===== src/rtl/mul64_arbiter_pkg.sv =====
// Shared definitions for the MUL64 arbiter: FSM state encoding and parameter defaults.
package mul64_arbiter_pkg;

    typedef enum logic [1:0] {
        IDLE  = 2'd0,
        ISSUE = 2'd1,
        WAIT  = 2'd2,
        RESP  = 2'd3
    } state_t;

    localparam int NREQ_DEFAULT = 4;
    localparam int W_DEFAULT    = 64;

endpackage


===== src/rtl/mul64_arbiter_rr_pick.sv =====
// Combinational round-robin picker: first set request at or after last_grant+1, wrapping.
module rr_pick #(
    parameter int NREQ = 4,
    localparam int IW  = $clog2(NREQ)
) (
    input  logic [NREQ-1:0] req,
    input  logic [IW-1:0]   last_grant,
    output logic [NREQ-1:0] grant,
    output logic [IW-1:0]   grant_idx,
    output logic            any
);

    // Scan from the farthest candidate to the nearest so the nearest set request wins.
    always_comb begin
        grant     = '0;
        grant_idx = '0;
        any       = 1'b0;
        for (int off = NREQ; off >= 1; off--) begin
            if (req[(int'(last_grant) + off) % NREQ]) begin
                grant     = NREQ'(1) << ((int'(last_grant) + off) % NREQ);
                grant_idx = IW'((int'(last_grant) + off) % NREQ);
                any       = 1'b1;
            end
        end
    end

endmodule


===== src/rtl/mul64_arbiter.sv =====
// Shares one multi-cycle MUL64 among NREQ requesters; one operation in flight, round-robin grant.
module mul64_arbiter
    import mul64_arbiter_pkg::*;
#(
    parameter int NREQ = NREQ_DEFAULT,
    parameter int W    = W_DEFAULT
) (
    input  logic                clk,
    input  logic                rst_n,
    input  logic [NREQ-1:0]     req_valid,
    input  logic [NREQ*W-1:0]   req_a,
    input  logic [NREQ*W-1:0]   req_b,
    output logic [NREQ-1:0]     req_ready,
    output logic [NREQ-1:0]     rsp_valid,
    output logic [2*W-1:0]      rsp_data,
    output logic                busy,
    output logic                mul_enable,
    output logic [W-1:0]        mul1,
    output logic [W-1:0]        mul2,
    input  logic [2*W-1:0]      mul_result,
    input  logic                mul_valid
);

    localparam int IW = $clog2(NREQ);

    state_t          state_reg;
    state_t          state_next;
    logic [W-1:0]    op_a_reg;
    logic [W-1:0]    op_b_reg;
    logic [2*W-1:0]  prod_reg;
    logic [IW-1:0]   gid_reg;
    logic [IW-1:0]   last_grant_reg;

    logic [NREQ-1:0] pick_grant;
    logic [IW-1:0]   pick_idx;
    logic            pick_any;

    rr_pick #(.NREQ(NREQ)) u_pick (
        .req        (req_valid),
        .last_grant (last_grant_reg),
        .grant      (pick_grant),
        .grant_idx  (pick_idx),
        .any        (pick_any)
    );

    always_ff @(posedge clk or negedge rst_n) begin
        if (!rst_n) begin
            state_reg <= IDLE;
        end else begin
            state_reg <= state_next;
        end
    end

    // req_ready is gated by rst_n so a held request sees no acceptance while reset is asserted.
    always_comb begin
        state_next = state_reg;
        req_ready  = '0;
        rsp_valid  = '0;
        rsp_data   = '0;
        mul_enable = 1'b0;
        mul1       = '0;
        mul2       = '0;
        busy       = 1'b1;
        case (state_reg)
            IDLE: begin
                busy = 1'b0;
                if (pick_any && rst_n) begin
                    req_ready  = pick_grant;
                    state_next = ISSUE;
                end
            end
            ISSUE: begin
                mul_enable = 1'b1;
                mul1       = op_a_reg;
                mul2       = op_b_reg;
                state_next = WAIT;
            end
            WAIT: begin
                mul1 = op_a_reg;
                mul2 = op_b_reg;
                if (mul_valid) begin
                    state_next = RESP;
                end
            end
            RESP: begin
                mul1       = op_a_reg;
                mul2       = op_b_reg;
                rsp_valid  = NREQ'(1) << gid_reg;
                rsp_data   = prod_reg;
                state_next = IDLE;
            end
            default: state_next = IDLE;
        endcase
    end

    // mul_valid is only honoured in WAIT, so a level left high from the previous product is harmless.
    always_ff @(posedge clk or negedge rst_n) begin
        if (!rst_n) begin
            op_a_reg       <= '0;
            op_b_reg       <= '0;
            prod_reg       <= '0;
            gid_reg        <= '0;
            last_grant_reg <= IW'(NREQ - 1);
        end else begin
            case (state_reg)
                IDLE: begin
                    if (pick_any) begin
                        op_a_reg <= req_a[pick_idx * W +: W];
                        op_b_reg <= req_b[pick_idx * W +: W];
                        gid_reg  <= pick_idx;
                    end
                end
                WAIT: begin
                    if (mul_valid) begin
                        prod_reg <= mul_result;
                    end
                end
                RESP: begin
                    last_grant_reg <= gid_reg;
                end
                default: ;
            endcase
        end
    end

endmodule


===== config.mk =====
export PLATFORM = sky130hd
export DESIGN_NAME = mul64_arbiter
export DESIGN_NICKNAME = d
export VERILOG_FILES = /design/src/rtl/mul64_arbiter_pkg.sv /design/src/rtl/mul64_arbiter_rr_pick.sv /design/src/rtl/mul64_arbiter.sv
export SDC_FILE = /design/constraint.sdc
export NUM_CORES = 1
export LEC_CHECK = 0
export CAP_MARGIN = 40
export CORE_AREA = 8 8 351 353
export CTS_BUF_LIST = sky130_fd_sc_hd__clkbuf_4 sky130_fd_sc_hd__clkbuf_8
export CTS_CLUSTER_SIZE = 14
export DETAILED_ROUTE_END_ITERATION = 6
export DIE_AREA = 0 0 359 361
export HOLD_SLACK_MARGIN = 0.08
export PLACE_DENSITY = 0.37
export SYNTH_ARGS = -nofsm -noshare
export SYNTH_HDL_FRONTEND = slang
export SYNTH_HIERARCHICAL = 1
export SYNTH_SLANG_ARGS = --single-unit
export TNS_END_PERCENT = 5

===== constraint.sdc =====
create_clock -name clk -period 2.9 [get_ports clk]
set_input_delay 0.29 -clock clk [delete_from_list [all_inputs] [get_ports clk]]
set_output_delay 0.29 -clock clk [all_outputs]
set_load 0.005 [all_outputs]

==> metrics.md <==
| Metric | Value |
|---|---|
| Outcome | complete, but fails checks |
| Failing checks | setup timing |
| Largest register FFs | 128 |
| Drt first pass iters | 4 |
| PD cells | 1090 nW/um^2 |
| Area of the multi-input gates | 9350 sq um |
| Initial antenna violation count | 46 |
| Worst Slack Setup Final | -320 ps |
| Final nets | 3052 |
| Worst Setup EP | req_ready[2] |
| Largest stage delay, worst path | 560 ps |
| Largest net degree at the start of global routing | 111 |
| CP Launch Type | flip-flop |
| Hpwl dp | 77.7 mm |
| GPL Wtd Cong | 0.813 |
| Post-synth EDFFs | 0 |
| CP Cell Sequence | clkinv_4 -> ha_4 -> buf_6 -> mux2_4 -> a211oi_4 -> buf_4 -> buf_6 -> o21ai_2 -> a31oi_1 -> and2_1 -> buf_2 |
| Worst R2R Setup Slack | -270 ps |
| I/O pins | 913 |
| Req. time, crit path | 2610 ps |
| Yosys cell types | 35 |
| I/O Buffers | 912 |
| Gate Count Post-Synth | 1375 |
| Critical Path Source | last_grant_reg[0]$_DFFE_PN1N_ |
| Storage element area | 6560 sq um |
| Rows | 126 |
| Setup TNS | -22500 ps |
| FFs w/ async S/R, synth | 100% |
| Die width | 359 microns |
| Crit. End Element | primary output |
| Die footprint | 130000 sq um |
| First DRT Iteration DRCs | 506 |
| Worst skew pair latency | 690 ps |
| Core area | 117000 sq um |
| YS warnings | 6 |
| Minimum clock period after layout | 3220 ps |
| Reg2reg start | last_grant_reg[0]$_DFFE_PN1N_ |
| Reg2reg path depth | 16 |
| First-pass GRT wire length | 137 mm |
| Post-synth top cells | mux2i_1, dfrtp_1, nand2_1 |
| Count leader, synth | mux2i_1 |
| Setup Crit Path Kind | flip-flop to primary output |
| Leakage power | 12.5 nW |
| Vias in the first global route | 17500 |
| Final Cycle Share | 111% |
| Worst Tran Pin Value | 805 ps |
| Non-Filler Instances | 4005 |
| Post-synth top area share | 41.1% |
| Crit-path most repeated cell | buf_6 |
| Vias post-DR | 15400 |
| Syn_area_per_cell | 11.5 sq um |
| Filler Cell Count | 12300 |
| Startpoint of the worst hold path | mul_result[23] |
| Slowest cell on crit path | dfstp_2 |
| Ys flop type | dfrtp_1 |
| Total GRT Usage | 14.4% |
| Remaining Overflow, GRT | 0 |
| Final setup violation count | 130 |
| Root Driver | clkbuf_8 |
| Worst slew margin | 46.3% |
| Cell Area, Placed | 27500 sq um |
| Final hold viol count | 0 |
| Max cap viols | 0 |
| Die Ht | 361 microns |
| Area growth from synthesis to layout | 92.3% |
| HP Class | primary input to flip-flop |
| Mapped Nets | 2034 |
| Via density | 3.85 |
| Final wirelength | 98.1 mm |
| Post-synthesis cell type with the largest combined area | dfrtp_1 |
| Reg clk slew, reported paths | 50 ps |
| # DRC | 0 |
| WL/cell | 24.5 microns |
| H-tree lvl count | 2 |
| Final instance area | 30400 sq um |
| Clock skew | 33.5 ps |
| Total CTS buffers | 60 |
| Synth top area cells | dfrtp_1, mux2i_1, o221ai_2 |
| Seq/Total Area, Yosys | 41.5% |
| Worst Path Max Fanout | 3 |
| Placed Cells | 3816 |
| FMAX | 311 MHz |
| Clk sink count | 262 |
| CTS tree | yes |
| RSZ-0062 raised after global routing | yes |
| Final slew viol count | 0 |
| RR Endpoint | op_b_reg[28]$_DFFE_PN0P_ |
| Starting density of the core | 13.5% |
| DRT antenna net count | 0 |
| Max rail drop VDD | 0.000464 V |
| Place WS | -522 ps |
| Bufs on Longest Clock Path | 3 |
| Cell area after synthesis | 15800 sq um |
| Share of cells above drive strength 1 | 25.9% |
| CP arrival | 2930 ps |
| FF+latch count, synth | 262 |
worst min path at each step:
stage / to / depth (start not counted)
global placement: op_b_reg[53]$_DFFE_PN0P_ / 1
floorplan: gid_reg[0]$_DFFE_PN0P_ / 0
finish: prod_reg[23]$_DFFE_PN0P_ / 2
CTS: prod_reg[23]$_DFFE_PN0P_ / 2
global route: prod_reg[3]$_DFFE_PN0P_ / 2
detailed placement: op_b_reg[53]$_DFFE_PN0P_ / 1
metal layers:
metal / global-route usage (%) / wire [microns]
met2: 26.5 / 51700
met5: 0 / 161
met1: 14.5 / 35000
met3: 6.01 / 8360
met4: 5.16 / 2770
power breakdown:
part | internal [mW] | switching [mW]
registers | 5.57 | 0.939
logic | 12.2 | 9.98
clock network | 2.58 | 1.97
total | 20.3 | 12.9
critical path: cells and delay by family, from the launching register on:
family                     cells  cell delay, ps
and+or+nand+nor                1             140
muxes                          1             320
adders and majority gates      1             270
buffers and inverters          5             520
AOI/OAI and AO/OA              3             430
DFF                            1             560
placed cells by master (no fill, tap or decap), types with 71 or more instances in the layout:
master and count:
clkdlybuf4s50_1 839, and2_1 132, clkbuf_8 73, nand2_1 135, dfrtp_1 258, buf_4 71
o221ai_2 111, mux2_2 134, nor2b_1 123, mux2i_1 169
per-stage QoR:
stage / hold slack, ps / power (mW) / utilization, %
6_report: 206 / 33.2 / 25.9
5_1_grt: 123 / 35.5 / 25.8
4_1_cts: 80.4 / 33.6 / 25.5
3_5_place_dp: 109 / 26.3 / 23.4
3_3_place_gp: 107 / 26.0 / 23.4
2_1_floorplan: -5.59 / 17.2 / -
kinds of logic (layout without fill, tap and decap cells):
family / after synthesis / after routing / synth area share [%]
and+or+nand+nor: 419 / 419 / 14.4
muxes: 398 / 398 / 26.3
DFF: 262 / 262 / 41.5
AOI/OAI and AO/OA: 158 / 158 / 12.6
buffers and inverters: 126 / 1185 / 4.30
adders and majority gates: 12 / 12 / 0.949
other: 0 / 35 / 0
what timing repair did:
action | in CTS | in global routing
hold endpoints to repair | 235 | 0
hold buffers | 11 | 0
gates resized for setup | 217 | 84
pin swaps | 29 | 19
cloned | 4 | 0
endpoints found under the setup margin | 387 | 157
setup buffers | 33 | 8
cell type report:
cell class,instances,area share [%]
Clock buffer,99,3.95
Multi-Input combinational cell,987,30.8
Timing Repair Buffer,1075,36.9
Tap cell,1536,6.32
Clock inverter,4,0.132
Antenna cell,35,0.288
Inverter,7,0.103
Sequential cell,262,21.6
Note: power is estimated with default switching activity, not from simulation.
